## config.mk

```make
export PLATFORM = sky130hd
export DESIGN_NAME = spi_slave_tx
export DESIGN_NICKNAME = d
export VERILOG_FILES = /design/src/rtl/spi_slave_tx.sv
export SDC_FILE = /design/constraint.sdc
export NUM_CORES = 1
export LEC_CHECK = 0
export ABC_AREA = 1
export ABC_CLOCK_PERIOD_IN_PS = 1700
export CORE_MARGIN = 2
export CORE_UTILIZATION = 39
export DETAILED_ROUTE_END_ITERATION = 7
export PLACE_DENSITY = 0.56
export SLEW_MARGIN = 20
export SYNTH_ARGS = -nofsm -noshare
export SYNTH_HDL_FRONTEND = slang
export SYNTH_SLANG_ARGS = --single-unit
```

## constraint.sdc

```tcl
create_clock -name i_clk -period 1.7 [get_ports i_clk]
set_input_delay 0.255 -clock i_clk [delete_from_list [all_inputs] [get_ports i_clk]]
set_output_delay 0.255 -clock i_clk [all_outputs]
set_load 0.005 [all_outputs]
```

## src/rtl/spi_slave_tx.sv

```systemverilog
`default_nettype none
// ============================================================================
// Module   : spi_slave_tx
// Purpose  : SPI mode-0 slave transmitter, MSB first. Returns data from the
//            fabric to the SPI master on MISO. SCK and CS are oversampled in
//            the i_clk domain; no logic is clocked by SCK.
// Ports    : i_clk       system clock (>= 8x SCK)
//            i_rst       synchronous active-low reset
//            i_sck       SPI clock from master (idles low)
//            i_cs        chip select, active-low
//            o_miso      serial data to master
//            o_miso_en   MISO output enable (pin tri-stated when 0)
//            i_tx_data   word to transmit
//            i_tx_valid  i_tx_data is valid
//            o_tx_ready  holding register empty; word accepted on valid&ready
//            o_byte_done one-cycle pulse after the last bit of a word
//            o_underrun  one-cycle pulse when FILL_BYTE is loaded
// Revision : 1.0 - initial release
// ============================================================================
module spi_slave_tx #(
    parameter int                DATA_W      = 8,
    parameter logic [DATA_W-1:0] FILL_BYTE   = 8'hFF,
    parameter int                SYNC_STAGES = 2
) (
    input  logic              i_clk,
    input  logic              i_rst,
    input  logic              i_sck,
    input  logic              i_cs,
    output logic              o_miso,
    output logic              o_miso_en,
    input  logic [DATA_W-1:0] i_tx_data,
    input  logic              i_tx_valid,
    output logic              o_tx_ready,
    output logic              o_byte_done,
    output logic              o_underrun
);

    localparam int              c_CNT_W    = (DATA_W > 1) ? $clog2(DATA_W) : 1;
    localparam logic [c_CNT_W-1:0] c_LAST_BIT = c_CNT_W'(DATA_W - 1);

    typedef enum logic [0:0] {
        ST_IDLE  = 1'b0,
        ST_SHIFT = 1'b1
    } state_t;

    // ------------------------------------------------------------------
    // Registers
    // ------------------------------------------------------------------
    logic [SYNC_STAGES-1:0] r_sck_sync_q, w_sck_sync_d;
    logic [SYNC_STAGES-1:0] r_cs_sync_q,  w_cs_sync_d;
    logic                   r_sck_prev_q;
    logic                   r_cs_prev_q;
    // Fills with ones after reset; the CS chain only holds real samples
    // once the top bit is set.
    logic [SYNC_STAGES:0]   r_warm_q,     w_warm_d;

    state_t                 r_state_q,     w_state_d;
    logic [DATA_W-1:0]      r_shift_q,     w_shift_d;
    logic [c_CNT_W-1:0]     r_cnt_q,       w_cnt_d;
    logic [DATA_W-1:0]      r_hold_q,      w_hold_d;
    logic                   r_hold_full_q, w_hold_full_d;
    logic                   r_miso_q,      w_miso_d;
    logic                   r_miso_en_q,   w_miso_en_d;
    logic                   r_byte_done_q, w_byte_done_d;
    logic                   r_underrun_q,  w_underrun_d;

    // ------------------------------------------------------------------
    // Input conditioning
    // ------------------------------------------------------------------
    logic w_sck_s;
    logic w_cs_s;
    logic w_sck_rise;
    logic w_sck_fall;
    logic w_cs_fall;
    logic w_cs_rise;
    logic w_warm_done;

    always_comb begin
        w_sck_sync_d    = r_sck_sync_q;
        w_cs_sync_d     = r_cs_sync_q;
        w_warm_d        = r_warm_q;
        w_sck_sync_d[0] = i_sck;
        w_cs_sync_d[0]  = i_cs;
        w_warm_d[0]     = 1'b1;
        for (int k = 1; k < SYNC_STAGES; k++) begin
            w_sck_sync_d[k] = r_sck_sync_q[k-1];
            w_cs_sync_d[k]  = r_cs_sync_q[k-1];
        end
        for (int k = 1; k <= SYNC_STAGES; k++) begin
            w_warm_d[k] = r_warm_q[k-1];
        end
    end

    assign w_sck_s     = r_sck_sync_q[SYNC_STAGES-1];
    assign w_cs_s      = r_cs_sync_q[SYNC_STAGES-1];
    assign w_warm_done = r_warm_q[SYNC_STAGES];
    assign w_sck_rise  = w_sck_s & ~r_sck_prev_q;
    assign w_sck_fall  = ~w_sck_s & r_sck_prev_q;
    assign w_cs_rise   = w_cs_s & ~r_cs_prev_q;
    // The CS chain is preset high in reset. If CS is already low when reset
    // releases, the preset ones drain out and would look like a falling
    // edge; gating with the warm-up flag ignores that artefact so the master
    // has to deselect and reselect before anything is sent.
    assign w_cs_fall   = ~w_cs_s & r_cs_prev_q & w_warm_done;

    // ------------------------------------------------------------------
    // Next-state / datapath
    // ------------------------------------------------------------------
    logic w_load;

    always_comb begin
        w_state_d     = r_state_q;
        w_shift_d     = r_shift_q;
        w_cnt_d       = r_cnt_q;
        w_hold_d      = r_hold_q;
        w_hold_full_d = r_hold_full_q;
        w_byte_done_d = 1'b0;
        w_underrun_d  = 1'b0;
        w_load        = 1'b0;

        case (r_state_q)
            ST_IDLE: begin
                if (w_cs_fall) begin
                    w_state_d = ST_SHIFT;
                    w_cnt_d   = '0;
                    w_load    = 1'b1;
                end
            end
            ST_SHIFT: begin
                // Deselect wins over any SCK edge seen in the same cycle;
                // a partially sent word is simply dropped.
                if (w_cs_rise) begin
                    w_state_d = ST_IDLE;
                    w_cnt_d   = '0;
                end else if (w_sck_rise) begin
                    if (r_cnt_q == c_LAST_BIT) begin
                        w_cnt_d       = '0;
                        w_byte_done_d = 1'b1;
                    end else begin
                        w_cnt_d = r_cnt_q + 1'b1;
                    end
                end else if (w_sck_fall) begin
                    // Count back at zero on a falling edge means the master
                    // has just taken the last bit: present the next word.
                    if (r_cnt_q == '0) begin
                        w_load = 1'b1;
                    end else begin
                        w_shift_d = r_shift_q << 1;
                    end
                end
            end
            default: begin
                w_state_d = ST_IDLE;
            end
        endcase

        if (w_load) begin
            if (r_hold_full_q) begin
                w_shift_d     = r_hold_q;
                w_hold_full_d = 1'b0;
            end else begin
                w_shift_d    = FILL_BYTE;
                w_underrun_d = 1'b1;
            end
        end

        // Ready is the registered inverse of hold_full, so a slot freed by
        // a load this cycle is only offered from the next cycle on.
        if (i_tx_valid && !r_hold_full_q) begin
            w_hold_d      = i_tx_data;
            w_hold_full_d = 1'b1;
        end

        w_miso_en_d = (w_state_d == ST_SHIFT);
        w_miso_d    = (w_state_d == ST_SHIFT) ? w_shift_d[DATA_W-1] : 1'b0;
    end

    // ------------------------------------------------------------------
    // State registers
    // ------------------------------------------------------------------
    always_ff @(posedge i_clk) begin
        if (!i_rst) begin
            r_sck_sync_q  <= '0;
            r_cs_sync_q   <= '1;
            r_sck_prev_q  <= 1'b0;
            r_cs_prev_q   <= 1'b1;
            r_warm_q      <= '0;
            r_state_q     <= ST_IDLE;
            r_shift_q     <= '0;
            r_cnt_q       <= '0;
            r_hold_q      <= '0;
            r_hold_full_q <= 1'b0;
            r_miso_q      <= 1'b0;
            r_miso_en_q   <= 1'b0;
            r_byte_done_q <= 1'b0;
            r_underrun_q  <= 1'b0;
        end else begin
            r_sck_sync_q  <= w_sck_sync_d;
            r_cs_sync_q   <= w_cs_sync_d;
            r_sck_prev_q  <= w_sck_s;
            r_cs_prev_q   <= w_cs_s;
            r_warm_q      <= w_warm_d;
            r_state_q     <= w_state_d;
            r_shift_q     <= w_shift_d;
            r_cnt_q       <= w_cnt_d;
            r_hold_q      <= w_hold_d;
            r_hold_full_q <= w_hold_full_d;
            r_miso_q      <= w_miso_d;
            r_miso_en_q   <= w_miso_en_d;
            r_byte_done_q <= w_byte_done_d;
            r_underrun_q  <= w_underrun_d;
        end
    end

    assign o_miso      = r_miso_q;
    assign o_miso_en   = r_miso_en_q;
    assign o_tx_ready  = ~r_hold_full_q;
    assign o_byte_done = r_byte_done_q;
    assign o_underrun  = r_underrun_q;

endmodule
`default_nettype wire

```

==> impl_metrics.toml <==
[layout]
diodes = 0
final_cell_count_no_fill = 276
seq_area_um2 = 661
syn_to_final_growth_pct = 21.6
fillers = 406
multi_input_area_um2 = 659
drive_gt1_share_pct = 14.0
final_nets = 243

[floorplan]
die_height_um = 65.1
dieArea_mm2 = 0.00423
die_w_um = 65.1
coreArea_mm2 = 0.00363
start_util_pct = 40.0
io_pins = 18
rows = 22

[routing]
routed_via_density = 4.50
drt.antenna.violating_nets = 0
routed_wl_um = 2760
via_count = 1243
drt_iter0_markers = 56
first_pass_iters = 4
wl_per_cell_um = 9.98
drc = 0

[placed_design]
dp.cells = 268
port_buffers = 17
place_ws_ns = 0.211
dp_hpwl_um = 2080
routabilityCongestion = 0.849

[yosys]
synth-warning-count = 0
postSynth.asyncResetShare_pct = 0
synth.most_common_cell = "nand2_1"
syn_area_mm2 = 0.00145
synth.avg_cell_area_um2 = 7.13
synth_edf_count = 0
synth_top_area_share_pct = 45.4
ys_ff_latch = 33
seq_area_frac_synth_pct = 45.4
synth_common_cells = "nand2_1, dfxtp_1, nor2_1"
synth_nets = 220
ys_types = 24
syn_inst = 204
synth.area.top_cells = "dfxtp_1, nand2_1, nor2_1"
yosysTopAreaCell = "dfxtp_1"
synth-main-ff-cell = "dfxtp_1"

[clock_network]
h-tree-depth = 2
postCtsSetupRepairBufs = 0
cts_tree = "done"
clk_latency_ns = 0.28
cts_buffers = 5
clkTransAtPathRegs_ns = 0.07
clock_sinks = 33
cts_buffer_depth = 2
cts-resized-gates = 0
cts_hold_buffers = 0
cts_root_buf = "clkbuf_8"

[setup_path]
critPathMaxFanout = 7
cp_cell_sequence = "inv_1 -> clkdlybuf4s50_1"
cp.depth = 2
worstPathArrival_ns = 1.35
slowest_delay_ns = 0.53
cp_num_buf_inv = 2
cp.required_ns = 1.44
r2r_slack_ns = 0.20
crit_path_start_kind = "register"
critPathKind = "register to output port"
path_delay_family = "buffers and inverters"
r2r_cells = 9
endpoint_kind = "output port"
crit_slowest_cell = "clkdlybuf4s50_1"

[timing]
slew_viol_final = 0
hold_viol_final = 0
period_share_pct = 94.3
setup_viol = 0
fin_tns_setup_ns = 0
clock.fmax_ghz = 0.624
setup_ws_ns = 0.0966
fin_crit_ns = 1.60
worstMarginPinSlew_ns = 0.333
rsz0062_at_grt = "false"
max_slew_margin_pct = 77.7
fin_skew_ns = 0.00460

[global_routing]
grtUsageTotal_pct = 15.9
met3_usage_pct = 5.21
grt-ovfl-total = 0
globalRouteMet1Util_pct = 17.5
busiest_layer = "met2"
grt_pass1_wl_um = 5110
grt_pass1_vias = 1246
gr-usage-met2_pct = 27.4
grt_max_degree = 14
antenna_found_initial = 0

[power]
max-vdd-ir-drop_v = 0.000644
p_leak_nw = 0.820
p_per_area_mw_per_mm2 = 856

[worst_hold_path]
holdPathStages = 2
hold_class = "register to register"

[run]
maxCapViolations = 0

[run_status]
run_status = "finished clean"
[worst reg2reg max path, delay by kind of cell (launching register included)]
kind                       cells  cell delay (ns)
and+or+nand+nor                6             0.75
DFF                            1             0.35
buffers and inverters          2             0.12
adders and majority gates      1             0.21
[through the flow]
| step | util, % | power [mW] | area (µm²) | hold slack [ns] |
|---|---|---|---|---|
| floorplan | - | 0.911 | 1450 | 0.283 |
| global placement | 46.3 | 0.961 | 1680 | 0.392 |
| detailed placement | 46.3 | 0.965 | 1680 | 0.405 |
| CTS | 48.7 | 1.54 | 1770 | 0.422 |
| global route | 48.7 | 1.59 | 1770 | 0.449 |
| finish | 48.7 | 1.51 | 1770 | 0.416 |
[cell families (layout without fill, tap and decap cells)]
group	count (synthesis)	in the layout	share of synthesized area (%)
and+or+nand+nor	114	114	34.8
buffers and inverters	34	58	9.21
DFF	33	33	45.4
AOI/OAI and AO/OA	20	20	8.00
adders and majority gates	3	3	2.58
[layout make-up]
| class | instances | area share, % |
|---|---|---|
| tap | 48 | 3.40 |
| multi-input combinational | 137 | 37.3 |
| sequential | 33 | 37.4 |
| clock inverter | 3 | 0.991 |
| timing repair buffer | 19 | 10.5 |
| clock buffer | 5 | 3.89 |
| inverter | 31 | 6.58 |
[report_power, final]
part | switching [mW] | internal, mW
logic | 0.0633 | 0.0606
clock network | 0.286 | 0.282
registers | 0.0164 | 0.805
total | 0.366 | 1.15
[final timing paths]
kind	startpoint	to
worst max register to register	r_cnt_q[0]	r_shift_q[3]
worst min register to register	r_sck_sync_q[0]	r_sck_sync_q[1]
worst min-delay path	r_sck_sync_q[0]	r_sck_sync_q[1]
worst max-delay path	r_hold_full_q	o_tx_ready
[cell usage in the layout, fill, tap and decap left out]
cell	netlist	layout
nand2_1	53	53
clkinvlp_4	0	1
dfxtp_1	33	33
a21oi_1	5	5
clkdlybuf4s50_1	0	17
nand2_2	5	5
or2_2	5	5
nor4_1	1	1
a21oi_4	1	1
o21ai_1	2	2
nand3_1	7	7
nor2_4	2	2
nor2_2	3	3
nand4_1	2	2
a21oi_2	1	1
nor2_1	33	33
inv_1	28	28
nor3_1	1	1
clkbuf_8	0	5
clkinv_2	0	2
a31oi_1	1	1
nand3_2	2	2
inv_2	3	3
o21ai_0	10	10
ha_1	3	3
buf_4	1	2
[per-layer routing]
metal	vias up	wire length, µm
met5	-	0
met4	0	62
met3	7	126
met2	19	1320
met1	555	1250
li1	662	-
[state kept, by name, indices dropped and copies added (netlist names), 2 cells and up]
| signal | cells |
|---|---|
| r_cnt_q | 3 |
| r_hold_q | 8 |
| r_shift_q | 8 |
| r_cs_sync_q | 2 |
| r_sck_sync_q | 2 |
| r_warm_q | 3 |
No activity file was read; power rests on OpenSTA's default activity.
==> RTL edit (config.mk and constraints unchanged) <==
`r_hold_q` no longer has a reset.
--- a/src/rtl/spi_slave_tx.sv
+++ b/src/rtl/spi_slave_tx.sv
@@ -188,7 +188,6 @@
             r_state_q     <= ST_IDLE;
             r_shift_q     <= '0;
             r_cnt_q       <= '0;
-            r_hold_q      <= '0;
             r_hold_full_q <= 1'b0;
             r_miso_q      <= 1'b0;
             r_miso_en_q   <= 1'b0;
@@ -203,7 +202,6 @@
             r_state_q     <= w_state_d;
             r_shift_q     <= w_shift_d;
             r_cnt_q       <= w_cnt_d;
-            r_hold_q      <= w_hold_d;
             r_hold_full_q <= w_hold_full_d;
             r_miso_q      <= w_miso_d;
             r_miso_en_q   <= w_miso_en_d;
@@ -212,6 +210,10 @@
         end
     end
 
+    always_ff @(posedge i_clk) begin
+        r_hold_q <= w_hold_d;
+    end
+
     assign o_miso      = r_miso_q;
     assign o_miso_en   = r_miso_en_q;
     assign o_tx_ready  = ~r_hold_full_q;
Behaviour: no difference found for any inputs over 10 cycles, from zero or initial values and one cycle with i_rst low; that may be too few to reach the edited logic, so the function may still have changed.
==> RTL edit against the unedited design <==
  * Total power up 4.5%
  * Highest routed layer unchanged
  * Sequential cell count unchanged
  * Sequential power up 2.9%
  * Wire length down 8.8%
  * Hold slack worse by 0.0016 ns
  * Synthesized area down 1.2%
  * Design area up 0.35%
  * Largest cell class unchanged
  * Setup slack better by 0.0023 ns
  * Critical path type unchanged
  * Synthesized cell count down 14%
  * Largest power group unchanged
==> RTL edit: results <==
metrics = {
    "finish": {
        "layout-drive-gt1-share_pct": 17.4,
        "fillers": 372,
    },
    "power_and_ir_drop": {
        "irDropWorstVdd_uv": 665,
        "p_switching_w": 0.000331,
    },
    "route": {
        "dr.first_iter.drc_count": 40,
        "via_count": 1090,
        "wl_um": 2510,
    },
    "synthesis": {
        "netlist_top_cells_area": "dfxtp_1 (35%), edfxtp_1 (17%), nand2_1 (12%)",
        "synth_compound_gate_area_share_pct": 5.31,
        "synth-seq-area-share_pct": 51.6,
        "avgSynthCellArea_um2": 8.16,
        "synth_edf_count": 8,
        "synth_fa_ha_area_share_pct": 2.61,
        "synthTopCellsByCount": "nand2_1 (47), dfxtp_1 (25), nor2_1 (25), inv_1 (24)",
        "synth.net_count": 192,
        "synth_cell_types": 26,
    },
    "sta": {
        "skew_ns": 0.00661,
        "worst_pin_slew_ns": 0.274,
    },
    "critical_path": {
        "crit_fanout": 10,
        "regToRegEndpoint": "r_shift_q[6]",
        "r2r.worst_path.cells": 10,
        "critical-path-max-stage-delay_ns": 0.51,
    },
    "clock_tree": {
        "htree_num_levels": 2,
    },
    "grt": {
        "grt_usage_pct": 14.0,
        "antenna_found_initial": 0,
        "grt_max_degree": 17,
    },
    "status": {
        "outcome": "finished, final reports clean",
    },
    "placed_design": {
        "hpwlAfterDp_um": 1890,
        "gp_congestion": 0.792,
    },
}
==> RTL edit: worst min-delay path by stage <==
stage / depth (start not counted) / end / slack, ns
5_1_grt: 1 / r_cs_sync_q[1] / 0.43
3_5_place_dp: 2 / r_warm_q[2] / 0.40
3_3_place_gp: 2 / r_warm_q[1] / 0.39
2_1_floorplan: 0 / r_warm_q[0] / 0.28
4_1_cts: 2 / r_warm_q[2] / 0.42
6_report: 2 / r_sck_sync_q[1] / 0.41
==> RTL edit: final cells by class <==
class	count	share of cell area [%]
clock buffers	7	5.43
repair buffers	18	10.0
clock inverters	1	0.282
flip-flops and latches	33	41.7
multi-input cells	114	33.2
well taps	48	3.39
inverters	28	5.92
==> RTL edit: logic make-up after synthesis <==
group | count (synthesis)
flip-flops | 33
AND/OR/NAND/NOR | 100
AO/OA/AOI/OAI | 11
buffers and inverters | 29
adder cells (fa/ha/maj) | 3
==> RTL edit: worst register-to-register path, stage by stage, from the launching register on <==
cell and delay [ns]:
dfxtp_1 0.37, inv_1 0.07, ha_1 0.21, inv_1 0.06, nor2_1 0.05, nor2_2 0.14
nand2_1 0.06, nor2_1 0.17, nor2_4 0.08, nor2_1 0.15, nor2_1 0.06
==> RTL edit: per-stage QoR <==
step / util, % / worst slack (ns) / cell area, um2 / power (W) / hold slack [ns]
floorplan: - / 0.352 / 1440 / 0.000914 / 0.283
global placement: 46.3 / 0.258 / 1670 / 0.000959 / 0.394
detailed placement: 46.3 / 0.154 / 1670 / 0.000963 / 0.400
CTS: 49.1 / 0.0722 / 1770 / 0.00160 / 0.416
global route: 49.2 / 0.0183 / 1770 / 0.00165 / 0.433
finish: 49.2 / 0.0990 / 1770 / 0.00158 / 0.415
==> RTL edit: power groups by stage <==
stage | Clock (W) | Sequential (W) | Combinational, W
6_report | 0.000636 | 0.000845 | 0.0000989
5_1_grt | 0.000692 | 0.000848 | 0.000112
4_1_cts | 0.000657 | 0.000846 | 0.000100
3_5_place_dp | 0 | 0.000863 | 0.000100
3_3_place_gp | 0 | 0.000862 | 0.0000973
2_1_floorplan | 0 | 0.000861 | 0.0000530
==> RTL edit: repair_timing <==
action / 4_1_cts / 5_1_grt
hold buffers: 0 / 0
resized for setup: 0 / 1
endpoints found under the setup margin: 0 / 5
==> RTL edit: layer usage <==
layer	global-route usage, %	part of all wire, %	vias up
met1	14.9	46	478
li1	-	-	589
met2	25.3	49	18
met3	4.69	3.9	5
met5	0	0	-
met4	5.59	1.9	0
